--- src/rtl/ssd_pkg.sv ---
// Shared constants, types and helpers for the seven-segment scan controller.
package ssd_pkg;

  localparam logic [6:0] SEG_0     = 7'b1000000;
  localparam logic [6:0] SEG_1     = 7'b1111001;
  localparam logic [6:0] SEG_2     = 7'b0100100;
  localparam logic [6:0] SEG_3     = 7'b0110000;
  localparam logic [6:0] SEG_4     = 7'b0011001;
  localparam logic [6:0] SEG_5     = 7'b0010010;
  localparam logic [6:0] SEG_6     = 7'b0000010;
  localparam logic [6:0] SEG_7     = 7'b1111000;
  localparam logic [6:0] SEG_8     = 7'b0000000;
  localparam logic [6:0] SEG_9     = 7'b0010000;
  localparam logic [6:0] SEG_BLANK = 7'b1111111;

  localparam logic [3:0] SEL_NONE  = 4'b1111;

  typedef enum logic {
    BLANK = 1'b0,
    DRIVE = 1'b1
  } state_t;

  // One displayable frame: four BCD nibbles, dp enables, leading-zero mode.
  typedef struct packed {
    logic [15:0] value;
    logic [3:0]  dp;
    logic        blank_lz;
  } disp_word_t;

  // Active-low select for digit index 0..3 (0 is the leftmost digit).
  function automatic logic [3:0] sel_decode(input logic [1:0] idx);
    return ~(4'b1000 >> idx);
  endfunction

endpackage

--- src/rtl/bcd_to_seg.sv ---
// Combinational BCD to active-low gfedcba segment decoder; 10..15 blank.
module bcd_to_seg
  import ssd_pkg::*;
(
  input  logic [3:0] nibble,
  output logic [6:0] seg
);

  always_comb begin
    seg = SEG_BLANK;
    case (nibble)
      4'd0: seg = SEG_0;
      4'd1: seg = SEG_1;
      4'd2: seg = SEG_2;
      4'd3: seg = SEG_3;
      4'd4: seg = SEG_4;
      4'd5: seg = SEG_5;
      4'd6: seg = SEG_6;
      4'd7: seg = SEG_7;
      4'd8: seg = SEG_8;
      4'd9: seg = SEG_9;
      default: seg = SEG_BLANK;
    endcase
  end

endmodule

--- src/rtl/ssd_scan_ctrl.sv ---
// Four-digit common-anode scan controller with frame-aligned double buffering
// and optional leading-zero suppression.
module ssd_scan_ctrl
  import ssd_pkg::*;
#(
  parameter int unsigned SCAN_DIV     = 50000,
  parameter int unsigned BLANK_CYCLES = 16
) (
  input  logic        clk,
  input  logic        rst,
  input  logic        load,
  input  logic [15:0] value,
  input  logic [3:0]  dp_in,
  input  logic        blank_lz,
  output logic        pending,
  output logic [3:0]  sel,
  output logic [6:0]  ssd,
  output logic        dp,
  output logic        frame_tick
);

  localparam int unsigned CNT_W = (SCAN_DIV > 1) ? $clog2(SCAN_DIV) : 1;
  localparam logic [CNT_W-1:0] CNT_LAST  = CNT_W'(SCAN_DIV - 1);
  localparam logic [CNT_W-1:0] BLANK_END = CNT_W'(BLANK_CYCLES);

  logic [CNT_W-1:0] cnt, cnt_next;
  logic [1:0]       digit, digit_next;
  state_t           state, state_next;
  logic             wrap, boundary;

  disp_word_t       disp_q, pend_q;
  logic [3:0]       nibble;
  logic [6:0]       seg_dec;
  logic [2:0]       lead_zero;
  logic             lz_blank, dp_bit;

  logic [3:0]       sel_next;
  logic [6:0]       ssd_next;
  logic             dp_next;

  // Current-digit nibble, dp enable and leading-zero blanking from display regs.
  always_comb begin
    nibble       = disp_q.value[3:0];
    dp_bit       = disp_q.dp[0];
    lz_blank     = 1'b0;
    lead_zero[0] = (disp_q.value[15:12] == 4'd0);
    lead_zero[1] = lead_zero[0] && (disp_q.value[11:8] == 4'd0);
    lead_zero[2] = lead_zero[1] && (disp_q.value[7:4] == 4'd0);
    case (digit)
      2'd0: begin nibble = disp_q.value[15:12]; dp_bit = disp_q.dp[3]; lz_blank = lead_zero[0]; end
      2'd1: begin nibble = disp_q.value[11:8];  dp_bit = disp_q.dp[2]; lz_blank = lead_zero[1]; end
      2'd2: begin nibble = disp_q.value[7:4];   dp_bit = disp_q.dp[1]; lz_blank = lead_zero[2]; end
      default: begin nibble = disp_q.value[3:0]; dp_bit = disp_q.dp[0]; lz_blank = 1'b0; end
    endcase
    lz_blank = lz_blank && disp_q.blank_lz;
  end

  bcd_to_seg u_dec (
    .nibble (nibble),
    .seg    (seg_dec)
  );

  // Scan sequencing and next pin values.
  always_comb begin
    cnt_next   = cnt + CNT_W'(1);
    digit_next = digit;
    wrap       = (cnt == CNT_LAST);
    boundary   = 1'b0;
    sel_next   = SEL_NONE;
    ssd_next   = SEG_BLANK;
    dp_next    = 1'b1;

    if (wrap) begin
      cnt_next   = '0;
      digit_next = digit + 2'd1;
      boundary   = (digit == 2'd3);
    end
    state_next = (cnt_next < BLANK_END) ? BLANK : DRIVE;

    if (state == DRIVE) begin
      sel_next = sel_decode(digit);
      if (!lz_blank) begin
        ssd_next = seg_dec;
        dp_next  = ~dp_bit;
      end
    end
  end

  always_ff @(posedge clk or posedge rst) begin
    if (rst) begin
      cnt        <= '0;
      digit      <= 2'd0;
      state      <= BLANK;
      sel        <= SEL_NONE;
      ssd        <= SEG_BLANK;
      dp         <= 1'b1;
      frame_tick <= 1'b0;
    end else begin
      cnt        <= cnt_next;
      digit      <= digit_next;
      state      <= state_next;
      sel        <= sel_next;
      ssd        <= ssd_next;
      dp         <= dp_next;
      frame_tick <= boundary;
    end
  end

  // Double buffer: a boundary promotes the pending word, then a same-cycle load refills it.
  always_ff @(posedge clk or posedge rst) begin
    if (rst) begin
      disp_q  <= '0;
      pend_q  <= '0;
      pending <= 1'b0;
    end else begin
      if (boundary && pending) begin
        disp_q  <= pend_q;
        pending <= 1'b0;
      end
      if (load) begin
        pend_q  <= '{value: value, dp: dp_in, blank_lz: blank_lz};
        pending <= 1'b1;
      end
    end
  end

endmodule
--- config.mk ---
export PLATFORM = sky130hd
export DESIGN_NAME = ssd_scan_ctrl
export DESIGN_NICKNAME = d
export VERILOG_FILES = /design/src/rtl/ssd_pkg.sv /design/src/rtl/bcd_to_seg.sv /design/src/rtl/ssd_scan_ctrl.sv
export SDC_FILE = /design/constraint.sdc
export NUM_CORES = 1
export LEC_CHECK = 0
export CAP_MARGIN = 5
export CORE_MARGIN = 4
export CORE_UTILIZATION = 25
export CTS_CLUSTER_DIAMETER = 150
export CTS_CLUSTER_SIZE = 24
export DETAILED_ROUTE_END_ITERATION = 7
export GPL_ROUTABILITY_DRIVEN = 0
export HOLD_SLACK_MARGIN = 0.05
export PLACE_DENSITY_LB_ADDON = 0.3
export SLEW_MARGIN = 20
export SYNTH_ARGS = -nofsm -noshare
export SYNTH_HDL_FRONTEND = slang
export SYNTH_HIERARCHICAL = 1
export SYNTH_SLANG_ARGS = --single-unit
export TNS_END_PERCENT = 1
--- constraint.sdc ---
create_clock -name clk -period 2.45 [get_ports clk]
set_input_delay 0.245 -clock clk [delete_from_list [all_inputs] [get_ports clk]]
set_output_delay 0.245 -clock clk [all_outputs]
set_load 0.1 [all_outputs]
# Word level (Yosys, flattened, before mapping)
# Memories as Yosys holds them, arrays and structs flattened.
# Cells that the tools add are included.
totals:
  ff_bits: 75
  mem_bits_ro: 112
  inputBits: 24
  out_inout_bits: 14
  memories: 1
memory_table:
  columns: ["memory", "words", "word_bits", "rd", "rd_ports_with_merged_regs", "wr", "line_no", "rtl"]
  rows:
  - ["(name not given)", 16, 7, 1, 0, 0, "bcd_to_seg.sv:11", "case (nibble)"]
classes:
  addsub: 2
  n_lt_le_gt_ge: 1
  n_eq_ne: 4
  shift: 1
  mux: 13
  bitwise: 2
  n_reduce_logical: 9
ops:
  columns: ["operator", "n"]
  rows:
  - ["16-bit by 1-bit adder with 16-bit output (second input constant)", 1]
  - ["16-bit == test (second input constant)", 1]
  - ["16-bit by 5-bit < comparator with 1-bit output (second input constant)", 1]
  - ["16-bit two-way mux", 1]
  - ["7-bit two-way mux", 2]
  - ["4-bit logical NOT", 3]
  - ["4-bit case mux with 3 select lines", 1]
  - ["1-bit two-way mux", 6]
  - ["1-bit case mux with 3 select lines", 2]
  - ["2-bit == test (second input constant)", 2]
  - ["1-bit logical AND", 4]
  - ["4-bit two-way mux", 1]
  - ["4-bit NOT", 1]
  - ["4-bit by 2-bit right shift with 4-bit output (first input constant)", 1]
  - ["2-bit by 1-bit adder with 2-bit output (second input constant)", 1]
  - ["2-bit by 1-bit == test with 1-bit output (second input constant)", 1]
  - ["2-bit logical NOT", 1]
  - ["2-bit nonzero test", 1]
  - ["1-bit NOT", 1]

# Depth between registers and ports, before layout
# Gate-level depths: netlist of run 1.
depth:
  word_depth: 7
  mapped_depth: 10

# Modules after synthesis
# The synthesis of run 1 kept the hierarchy.
modules_own_cells:
  columns: ["mod", "n_inst", "cells_each", "area_each_um2", "seq_area_each_um2"]
  rows:
  - ["ssd_scan_ctrl", 1, 251, 3254.4, 1891.8]
  - ["bcd_to_seg", 1, 33, 210.2, 0.0]

# Worst setup path before layout of run 1
# No wires, ideal clock.
synth_timing:
  kind: "register to register"
  from: "register digit[0]"
  to: "register ssd[3]"
  setup_ps: 84
  arrival_ps: 2168
  required_time_ps: 2366
  path_slack_ps: 197
  stages_incl_launch_ff: 10
  path_buffers: 1
  synth_period_minus_slack_ps: 2253
  path_cell_list: "dfrtp_1 ha_1 clkbuf_1 mux2i_1 inv_1 ha_1 or2_1 a21oi_2 a31oi_1 or2_2"
synth_via:
  elab_chain_len: 5
synth_rtl:
  columns: ["element", "line_no", "rtl"]
  rows:
  - ["start: declaration", "ssd_scan_ctrl.sv:27", "logic [1:0] digit, digit_next;"]
  - ["start signal: assignment", "ssd_scan_ctrl.sv:100", "digit <= digit_next;"]
  - ["2-bit == test, or another cell as far along", "ssd_scan_ctrl.sv:49", "case (digit)"]
  - ["4-bit case mux with 3 select lines *", "ssd_scan_ctrl.sv:49", null]
  - ["named net nibble[1]", "ssd_scan_ctrl.sv:32", "logic [3:0] nibble;"]
  - ["memory read 16 x 7 bit *", null, null]
  - ["named net seg_dec[3]", "ssd_scan_ctrl.sv:33", "logic [6:0] seg_dec;"]
  - ["7-bit two-way mux *", "ssd_scan_ctrl.sv:82", "if (!lz_blank) begin"]
  - ["7-bit two-way mux *", "ssd_scan_ctrl.sv:80", "if (state == DRIVE) begin"]
  - ["named net ssd_next[3]", "ssd_scan_ctrl.sv:38", "logic [6:0] ssd_next;"]
  - ["end signal: assignment", "ssd_scan_ctrl.sv:103", "ssd <= ssd_next;"]
  - ["end: declaration", "ssd_scan_ctrl.sv:17", "output logic [6:0] ssd,"]
# Mark *: on every way through the listed nets, which the timed path passes. The rest lies on a longest branch.
# A chain may end at the register's enable or synchronous reset.

# Worst setup path after layout of run 1
layout_timing:
  from: "register digit[0]"
  to: "register ssd[1]"
# The elaborated chain is that of the path after synthesis.

==> results of run 1 <==
-- how the worst max path moves through the flow --
stage               slack [ns]  cells after the start      from     end
floorplan                 0.20                      9  digit[0]  ssd[3]
global placement          0.13                      8  digit[0]  ssd[3]
detailed placement        0.01                      8  digit[0]  ssd[3]
CTS                       0.04                      9  digit[0]  ssd[3]
global route             0.009                      8  digit[0]  ssd[0]
finish                    0.17                      7  digit[0]  ssd[1]
-- layout by cell type (no fill, tap or decap), types with 2 or more instances in the layout --
master / instances
dfrtp_1: 62
mux2_2: 42
clkdlybuf4s50_1: 23
buf_4: 22
nor2_1: 16
nand2_1: 13
inv_1: 12
dfstp_2: 12
xnor2_1: 11
o21ai_0: 9
clkbuf_16: 9
ha_1: 8
or2_2: 7
nand3_1: 6
nor4_1: 6
nor3_1: 6
xor2_1: 6
nand2b_1: 6
a222oi_1: 5
and3_1: 3
mux2i_1: 3
a21oi_1: 3
clkinv_2: 3
nand4_1: 2
nor4b_1: 2
and4_1: 2
a211o_1: 2
inv_2: 2
mux2i_2: 2
ha_2: 2
clkbuf_1: 2
clkinvlp_4: 2
-- power breakdown --
group | total [uW] | switching [uW] | internal [uW]
sequential | 1290 | 17.8 | 1280
combinational | 111 | 43.3 | 67.2
clock | 1160 | 482 | 679
total | 2560 | 543 | 2020
-- registers in the layout, summed over array words and instances (netlist names) --
name / cells
disp_q: 21
pend_q: 21
cnt: 16
ssd: 7
sel: 4
digit: 2
dp: 1
frame_tick: 1
pending: 1
state: 1
-- per-stage QoR --
step / util, % / power (uW)
floorplan: - / 1367
global placement: 30.03 / 1427
detailed placement: 30.03 / 1430
CTS: 32.02 / 2619
global route: 32.26 / 2690
finish: 32.26 / 2564
-- worst register-to-register path, cell delays in order, from the launching register on --
cell and delay [ns]:
dfrtp_1 0.42, ha_1 0.43, mux2i_1 0.37, inv_1 0.14
ha_1 0.33, o21ai_0 0.13, o21ai_0 0.09, or2_2 0.29
-- kinds of logic after synthesis --
family | Yosys count | synth area share (%)
compound gates | 26 | 5.309
mux | 47 | 15.10
buf+inv | 28 | 3.503
xor+xnor | 17 | 4.297
fa+ha+maj | 11 | 3.972
flops | 75 | 54.60
simple gates | 80 | 13.22
-- final cells by class --
type	instances	area (sq um)	area share, %
Multi-Input combinational cell	181	1479	34.21
Timing Repair Buffer	46	415.4	9.609
Clock buffer	11	232.7	5.383
Clock inverter	5	30.03	0.6946
Tap cell	176	220.2	5.094
Sequential cell	75	1893	43.79
Inverter	14	52.55	1.216
-- per-layer routing --
| layer | vias to the layer above | global-route usage (%) | routed length, um |
|---|---|---|---|
| met5 | - | 0 | 0 |
| met2 | 57 | 14.66 | 3186 |
| met4 | 0 | 4.401 | 150 |
| li1 | 1080 | - | - |
| met3 | 10 | 3.048 | 305 |
| met1 | 1115 | 12.50 | 3414 |
-- repair_timing --
action / 4_1_cts / 5_1_grt
pin swaps: 0 / 1
endpoints found under the hold margin: 0 / 0
gates resized for setup: 1 / 8
buffers inserted: 0 / 1
endpoints found under the setup margin: 1 / 7
==> results.yml, run 1 <==
detailed_routing:
  drtAntennaViolNets: 0
  drc: 0
  wl_per_cell_um: 13.89
  vias: 2262
  drt_wl_total_mm: 7.058
  firstDrtPassIters: 5
  drtIter0Drc: 145
  via_per_inst: 4.453
die:
  core_area_sq_um: 13400
  dieHeight_um: 125.7
  die_w_um: 125.7
  initial_core_util_pct: 25.85
  die-area_sq_um: 15810
  rows: 42
  ios: 38
global_route:
  grt_pass1_wl_mm: 12.11
  grt_max_degree: 76
  grt_pass1_vias: 2394
  antenna_found_initial: 0
  gr-total-overflow: 0
  globalRouteTotalUtil_pct: 9.625
final_layout:
  stdcell_count: 508
  drive_gt1_share_pct: 33.43
  fin_nets: 362
  fin_area_sq_um: 4323
  synthToLayoutAreaGrowth_pct: 24.77
  antennaDiodeCount: 0
  fillers: 1374
setup_path:
  required_ns: 2.70
  worst-r2r-setup-slack_ns: 0.17
  path_cells: "ha_1, mux2i_1, inv_1, ha_1, o21ai_0, o21ai_0, or2_2"
  reg2reg_from: "digit[0]"
  critPathKind: "reg -> reg"
  start_kind: "flop"
  critical_path_buf_inv_count: 1
  crit_family: "adder cells"
  rr_endpoint: "ssd[1]"
  cp_slowest_cell: "ha_1"
  cp.arrival_ns: 2.53
  end_kind: "flop"
  worst-r2r-cell-count: 7
  worstPathMaxFanout: 7
  cp_slowest_stage_delay_ns: 0.43
place:
  place_hpwl_mm: 4.959
  dp_slack_ns: 0.01492
  placedCellCount: 491
  place_area_sq_um: 4024
  portBuffers: 37
yosys:
  synth_top_area_share_pct: 45.50
  synth_largest_area_cell: "dfrtp_1"
  synth-seq-cells: 75
  synth.most_common_cell: "dfrtp_1"
  ys_types: 44
  synth_seq_area_share_pct: 54.60
  syn-num-nets: 319
  yosysWarnings: 6
  yosys-top-cells-area: "dfrtp_1 46%, mux2_2 14%, dfstp_2 9.1%"
  synth_commonest_cells: "63 x dfrtp_1, 42 x mux2_2, 16 x nor2_1, 14 x inv_1, 13 x nand2_1"
  syn_inst: 284
  synth_area_per_cell_sq_um: 12.20
  async_reset_ff_share_pct: 100.0
  synth_edf_count: 0
  synthFlopType: "dfrtp_1"
  synth_area_sq_um: 3465
sta:
  period_share_pct: 92.89
  holdWs_ns: 0.3156
  skew_ns: 0.005782
  relSlewSlack_pct: 65.19
  final_max_slew_viol_count: 0
  period_needed_ns: 2.276
  setup_viol: 0
  final.setup.tns_ns: 0
  worst_pin_slew_ns: 0.5120
  layout_setup_ws_ns: 0.1742
  finalHoldViolCount: 0
  fmax_mhz: 439.4
  rsz0062_at_grt: "false"
cts:
  clock_path_buffers: 2
  htreeDepth: 3
  clock-sinks: 75
  clk_latency_ns: 0.33
  clk_pin_slew_ns: 0.06
  hold_buffers: 0
  root_buffer: "clkbuf_16"
  cts_buffers: 9
  cts_tree: "done"
flow_run:
  cap_violations: 0
outcome:
  outcome: "finished clean"
power:
  cellLeakagePower_uw: 0.001877
  ir_drop_v: 0.0003065
  power_density_nw_per_um2: 593.2
min_path:
  min_path_type: "in -> async"
Note: power is estimated with default switching activity, not from simulation.
==> inputs of run 2 (changes only) <==
--- a/config.mk
+++ b/config.mk
@@ -6,8 +6,9 @@
 export NUM_CORES = 1
 export LEC_CHECK = 0
 export CAP_MARGIN = 5
-export CORE_MARGIN = 4
-export CORE_UTILIZATION = 25
+export CORE_ASPECT_RATIO = 1.2
+export CORE_MARGIN = 3
+export CORE_UTILIZATION = 29
 export CTS_CLUSTER_DIAMETER = 150
 export CTS_CLUSTER_SIZE = 24
 export DETAILED_ROUTE_END_ITERATION = 7
==> run 2 against run 1 <==
Compared with the run above:
- clock skew grew 0.0029 ns
- core utilization grew 5.1 points
- sequential power is essentially flat
- non-clock buffer count is the same
- combinational power is essentially flat
- highest routed layer unchanged
- sequential cell count is the same
==> results.yml, run 2 (same netlist as run 1, synthesis figures left out) <==
outcome:
  outcome: "finished clean"
final_layout:
  layout_commonest_cell: "dfrtp_1"
  stdcell_count: 489
  top_regs: "disp_q x21, pend_q x21, cnt x16"
  fillers: 1164
  final_cell_mix: "61 x dfrtp_1, 42 x mux2_2, 23 x clkdlybuf4s50_1"
  fin_util_pct: 37.38
  antennaDiodeCount: 0
  drive_gt1_share_pct: 34.34
  synthToLayoutAreaGrowth_pct: 25.39
  fin_nets: 362
  fin_area_sq_um: 4344
setup_path:
  start_kind: "flop"
  required_ns: 2.70
  cp.arrival_ns: 2.51
  worstPathMaxFanout: 7
  worst-r2r-cell-count: 9
  critPathKind: "reg -> reg"
  worst-r2r-setup-slack_ns: 0.19
  reg2reg_from: "digit[1]"
  rr_endpoint: "ssd[1]"
  end_kind: "flop"
sta:
  worst_pin_slew_ns: 0.4918
  final.setup.tns_ns: 0
  period_share_pct: 92.25
  final_max_slew_viol_count: 0
  holdWs_ns: 0.1446
  fmax_mhz: 442.5
  rsz0062_at_grt: "false"
  relSlewSlack_pct: 66.56
  finalHoldViolCount: 0
  skew_ns: 0.008646
  period_needed_ns: 2.260
  setup_viol: 0
power:
  power_density_nw_per_um2: 601.9
  intPower_uw: 2082
  p_comb_share_pct: 4.4
  seqPwrFrac_pct: 49.5
  cellLeakagePower_uw: 0.001892
  power.share.switching_pct: 20.37
  power.switching_uw: 532.5
  clock_power_share_pct: 46.2
  ir_drop_v: 0.0002858
cts:
  cts_tree: "done"
  clk_pin_slew_ns: 0.06
  clock-sinks: 75
  clock_path_buffers: 2
  root_buffer: "clkbuf_16"
  htreeDepth: 3
  clk_latency_ns: 0.33
  hold_buffers: 0
  cts_buffers: 9
place:
  portBuffers: 37
  placedCellCount: 472
  place_area_sq_um: 4025
  place_hpwl_mm: 4.818
detailed_routing:
  drc: 0
  wl_per_cell_um: 13.70
  via_per_inst: 4.583
  firstDrtPassIters: 5
  vias: 2241
  drt_wl_total_mm: 6.699
  drtAntennaViolNets: 0
  drtIter0Drc: 88
die:
  ios: 38
  rows: 43
  dieHeight_um: 125.7
  core_area_sq_um: 11620
  die-area_sq_um: 13300
  initial_core_util_pct: 29.81
  die_w_um: 105.8
global_route:
  grt_pass1_vias: 2314
  grt_pass1_wl_mm: 11.23
  antenna_found_initial: 0
  grt_max_degree: 46
  gr-total-overflow: 0
  globalRouteTotalUtil_pct: 10.66
flow_run:
  cap_violations: 0
min_path:
  min_path_type: "in -> async"
## run 2: through the flow
stage | total power (uW) | setup WS, ns
2_1_floorplan | 1367 | 0.1971
3_5_place_dp | 1435 | 0.04369
6_report | 2615 | 0.1899
5_1_grt | 2731 | 0.01817
4_1_cts | 2667 | 0.04162
3_3_place_gp | 1432 | 0.1287
## run 2: final cells by class
| class | instances | area [sq um] | area share [%] |
|---|---|---|---|
| clock buffers | 12 | 256.5 | 5.904 |
| clock inverters | 4 | 25.02 | 0.5760 |
| inverters | 14 | 52.55 | 1.210 |
| multi-input cells | 181 | 1479 | 34.04 |
| flip-flops and latches | 75 | 1894 | 43.61 |
| well taps | 157 | 196.4 | 4.522 |
| repair buffers | 46 | 440.4 | 10.14 |
## run 2: timing repair
action                                  in CTS  in global routing
gates resized for setup                      0                 10
setup buffers                                0                  1
endpoints found under the setup margin       0                  7
## run 2: power groups by stage
stage,clock network (uW),registers (uW),logic [uW]
detailed placement,0,1320,119
global placement,0,1320,117
finish,1210,1290,114
CTS,1250,1290,119
floorplan,0,1310,59.5
global route,1310,1300,128
## run 2: worst max path at each step
stage | start | to | slack [ns] | cells past startpoint
floorplan | digit[0] | ssd[3] | 0.20 | 9
finish | digit[1] | ssd[1] | 0.19 | 9
global route | digit[1] | ssd[1] | 0.02 | 9
detailed placement | digit[0] | ssd[3] | 0.04 | 9
global placement | digit[0] | ssd[3] | 0.13 | 9
CTS | digit[0] | ssd[3] | 0.04 | 9
## run 2: metal layers
metal  GRT usage [%]  wire length [um]
met1           12.16              2849
met2           18.17              3436
met3           3.178               263
met4           5.183               149
met5               0                 0
## run 2: critical path, stage by stage (launching register included)
cell	delay, ns
dfrtp_2	0.44
inv_1	0.11
ha_2	0.26
a222oi_1	0.11
mux2i_1	0.27
inv_1	0.14
ha_1	0.32
o21ai_0	0.14
o21ai_0	0.09
or2_2	0.29
==> variant 1: new RTL, flow settings as in run 1 <==
Remove the register `sel`: a continuous assignment takes its place, so the output `sel` follows one clock earlier.
--- a/src/rtl/ssd_scan_ctrl.sv
+++ b/src/rtl/ssd_scan_ctrl.sv
@@ -91,7 +91,6 @@
       cnt        <= '0;
       digit      <= 2'd0;
       state      <= BLANK;
-      sel        <= SEL_NONE;
       ssd        <= SEG_BLANK;
       dp         <= 1'b1;
       frame_tick <= 1'b0;
@@ -99,12 +98,13 @@
       cnt        <= cnt_next;
       digit      <= digit_next;
       state      <= state_next;
-      sel        <= sel_next;
       ssd        <= ssd_next;
       dp         <= dp_next;
       frame_tick <= boundary;
     end
   end
+
+  assign sel = sel_next;
 
   // Double buffer: a boundary promotes the pending word, then a same-cycle load refills it.
   always_ff @(posedge clk or posedge rst) begin
Function: same outputs for any inputs over 10 cycles, from zero or initial values and one cycle with rst high; that may be too few to reach the edited logic, so the function may still have changed.
==> variant 1 against run 1 <==
  * Sequential cell count decreased by 4
  * Routed wire length shrank 5.6%
  * Synthesized area decreased by 3.6%
  * Largest power group is now clock
  * Global-route usage fell by 0.18 points
  * Power increased by 6.7%
  * Die area shrank 3.4%
  * Final area fell by 1.4%
  * First-iteration DRC count down 21%
  * Setup slack got worse by 0.037 ns
  * Clock skew about the same
  * Critical path depth is 2 higher
==> variant 1: results (changes against run 1) <==
Result of the run: completed (unchanged). The mean number of vias per cell came out at 4.36 (was 4.45). The post-synthesis net count came out at 299 (was 319). The largest stage delay on the critical path came out at 0.45 ns (was 0.43 ns). The global-route wire length before repair is 11100 um (was 12100 um). The highest ir drop seen on vdd came out at 0.000409 V (was 0.000306 V). The pin count of the biggest net entering global routing is 50 (was 76). The worst reg-to-reg path cell count came out at 9 (was 7).

Top cells by area in the synthesized netlist: dfrtp_1 47%, mux2_4 9.0%, mux2_2 7.4% (was dfrtp_1 46%, mux2_2 14%, dfstp_2 9.1%). The via count of the first global-routing pass was 2223 (was 2394). The xor and xnor fraction of the mapped netlist area came out at 3.94% (was 4.30%). The synthesized area divided by synthesized cell count came to 12.6 um2 (was 12.2 um2).

The fraction of the mapped netlist area in adder cells came to 4.12% (was 3.97%). The internal power summed over all cells is 0.00220 W (was 0.00202 W). The setup slack on the worst flop-to-flop path is 0.14 ns (was 0.17 ns). The number of DRC violations after detailed-routing iteration 0 is 115 (was 145). The average wire per standard cell came out at 13.6 um (was 13.9 um). The share of layout cells above drive strength 1 is 34.4% (was 33.4%). The portion of netlist area occupied by mux cells came to 17.6% (was 15.1%). The clock skew came to 0.00581 ns (was 0.00578 ns). The number of nets in the layout came out at 347 (was 362). The number of fillers in the final layout is 1327 (was 1374). The slowest cell on the critical path is dfrtp_2 (was ha_1). The global routing usage summed across all routing layers is 9.44% (was 9.62%). The static leakage is 1.91 nW (was 1.88 nW). The launch point of the critical path is digit[1]$_DFFE_PP0N_ (was digit[0]$_DFFE_PP0N_).
==> variant 1: cell types whose count changed in the layout (fill, tap and decap cells not counted), moves of 3 or more <==
cell / before / now
mux2_4: 0 / 20
nand4_1: 2 / 5
mux2_2: 42 / 22
dfstp_2: 12 / 8
==> variant 1: final cells by class <==
type	instances	area (um2)	area share, %
multi-input cells	169	1460	34.3
flip-flops and latches	71	1790	42.0
clock inverters	5	81.3	1.91
repair buffers	46	415	9.75
well taps	172	215	5.05
clock buffers	11	243	5.70
inverters	15	56.3	1.32
==> variant 1: layer usage <==
layer | wire, um | part of all wire [%] | GRT usage, %
met3 | 343 | 5.2 | 3.11
met5 | 0 | 0 | 0
met1 | 2900 | 44 | 12.0
met2 | 3320 | 50 | 15.3
met4 | 93 | 1.4 | 2.98
==> variant 1: what timing repair did <==
| action | CTS | global route |
|---|---|---|
| setup buffers | 0 | 2 |
| endpoints found under the setup margin | 0 | 7 |
| resized for setup | 0 | 8 |
==> variant 1: kinds of logic (layout without fill, tap and decap cells) <==
kind of cell               count (synthesis)  in the layout
AOI/OAI and AO/OA                         25             25
xor gates and xnor gates                  15             15
adders and majority gates                 11             11
buffers and inverters                     24             77
DFF                                       71             71
muxes                                     46             46
and+or+nand+nor                           72             72
==> variant 1: power by group through the flow <==
| stage | clock [W] | combinational (W) | sequential (W) |
|---|---|---|---|
| detailed placement | 0 | 0.000114 | 0.00125 |
| finish | 0.00140 | 0.000109 | 0.00123 |
| CTS | 0.00144 | 0.000114 | 0.00123 |
| global placement | 0 | 0.000112 | 0.00125 |
| global route | 0.00149 | 0.000123 | 0.00123 |
| floorplan | 0 | 0.0000593 | 0.00124 |
==> variant 2: new RTL, settings of run 1 <==
Made on the original files. `BLANK_CYCLES`: 16 -> 12.
--- a/src/rtl/ssd_scan_ctrl.sv
+++ b/src/rtl/ssd_scan_ctrl.sv
@@ -4,7 +4,7 @@
   import ssd_pkg::*;
 #(
   parameter int unsigned SCAN_DIV     = 50000,
-  parameter int unsigned BLANK_CYCLES = 16
+  parameter int unsigned BLANK_CYCLES = 12
 ) (
   input  logic        clk,
   input  logic        rst,
Formal check against the unedited RTL: same outputs for any inputs over 10 cycles, from zero or initial values and one cycle with rst high; that may be too few to reach the edited logic, so the function may still have changed.
==> variant 2 against run 1 <==
  * Clock skew is essentially flat
  * Final area grew 5.6%
  * First-iteration DRC count grew 9.0%
  * Sequential cell count is the same
  * Power grew 5.7%
  * Setup slack lost 0.024 ns
  * Global-route usage grew 0.084 points
  * Synthesized cell count grew 7.7%
  * Routed wire length grew 7.8%
  * Die area grew 3.9%
  * Final cell count grew 6.7%
  * Synthesized area grew 4.2%
  * Largest cell class unchanged
  * Largest power group is now clock
==> variant 2: results (changes against run 1) <==
The clock skew came to 0.00621 ns (was 0.00578 ns). The share of layout cells above drive strength 1 was 27.9% (was 33.4%). The number of nets in the layout came to 392 (was 362). The global routing usage summed across all routing layers was 9.71% (was 9.62%). The post-place instance area is 4210 um2 (was 4020 um2).

The highest ir drop seen on vdd is 0.000311 V (was 0.000306 V). The static leakage is 1.99 nW (was 1.88 nW). The placed cell count is 521 (was 491). Result of the run: completed (unchanged). The final worst-path setup slack was 0.150 ns (was 0.174 ns). The launch point of the critical path is cnt[7]$_DFF_PP0_ (was digit[0]$_DFFE_PP0N_). The total via count in the routed design was 2460 (was 2262).

The global-route wire length before repair came out at 12500 um (was 12100 um). The end point of the critical path was state$_DFF_PP0_ (was ssd[1]$_DFF_PP1_). The switching power share of the total came to 21.2% (about the same). The count of different cell masters after synthesis is 47 (was 44). The number of fillers in the final layout came to 1434 (was 1374). The worst-case hold slack came out at 0.241 ns (was 0.316 ns). The number of DRC violations after detailed-routing iteration 0 is 158 (was 145). The placement-stage worst setup slack came out at 0.0581 ns (was 0.0149 ns). The setup slack on the worst flop-to-flop path came out at 0.15 ns (was 0.17 ns).

The buffer levels on the longest clock path is 2 (unchanged). The total setup buffers inserted after CTS is 0 (unchanged). Leading post-synthesis cells by instance count: 63 x dfrtp_1, 21 x mux2_1, 21 x mux2_2 (was 63 x dfrtp_1, 42 x mux2_2, 16 x nor2_1). The highest fanout seen on the critical path was 10 (was 7). The wire length on met1 came out at 3450 um (was 3410 um). The total half-perimeter wirelength after legalization and detailed placement is 5510 um (was 4960 um). The total wirelength of the detailed-routed design came out at 7610 um (was 7060 um). The fraction of the yosys area taken by sequential cells is 52.4% (was 54.6%). The arrival time of data at the critical path endpoint is 2.51 ns (was 2.53 ns). The post-cts sizing count came out at 0 (was 1).

The via count of the first global-routing pass came out at 2423 (was 2394). Top cells by area in the synthesized netlist: dfrtp_1 44%, dfstp_2 8.7%, mux2_1 6.6% (was dfrtp_1 46%, mux2_2 14%, dfstp_2 9.1%).
-- variant 2: cell types whose count changed after synthesis, moves of 4 or more --
cell     change
buf_6        +4
xnor2_1      -4
nand4_1      +5
nand2_1      +6
a21oi_1      +4
mux2_2      -21
or3_1        +4
mux2_1      +21
-- variant 2: critical path, cell delays in order, from the launching register on --
cell	delay, ns
dfrtp_1	0.46
or4_4	0.52
nor4_4	0.36
buf_12	0.18
a221oi_2	0.04
nor3_2	0.17
nand2_1	0.09
or3_1	0.37
-- variant 2: layer usage --
layer	track usage (%)	up-vias
met4	3.18	0
met1	12.9	1209
met5	0	-
met2	15.0	61
met3	3.21	10
li1	-	1180
-- variant 2: logic make-up (layout without fill, tap and decap cells) --
kind of cell | count (synthesis) | count (layout) | synth area share, %
AO/OA/AOI/OAI | 34 | 34 | 6.28
adder cells (fa/ha/maj) | 11 | 11 | 3.81
XOR/XNOR | 16 | 16 | 3.88
AND/OR/NAND/NOR | 92 | 92 | 14.5
buffers and inverters | 30 | 85 | 4.30
flip-flops | 75 | 75 | 52.4
multiplexers | 48 | 49 | 14.8
-- variant 2: power by group through the flow --
| stage | combinational (W) | sequential, W | clock, W |
|---|---|---|---|
| floorplan | 0.0000593 | 0.00131 | 0 |
| global route | 0.000128 | 0.00130 | 0.00141 |
| detailed placement | 0.000119 | 0.00132 | 0 |
| finish | 0.000115 | 0.00129 | 0.00130 |
| global placement | 0.000117 | 0.00132 | 0 |
| CTS | 0.000120 | 0.00130 | 0.00135 |
-- variant 2: layout make-up --
class                      instances  area (um2)  share of cell area, %
multi-input combinational        202        1590                   34.8
clock inverter                     6        66.3                   1.45
timing repair buffer              56         515                   11.3
tap                              180         225                   4.93
inverter                          13        48.8                   1.07
sequential                        75        1890                   41.4
clock buffer                      10         229                   5.02
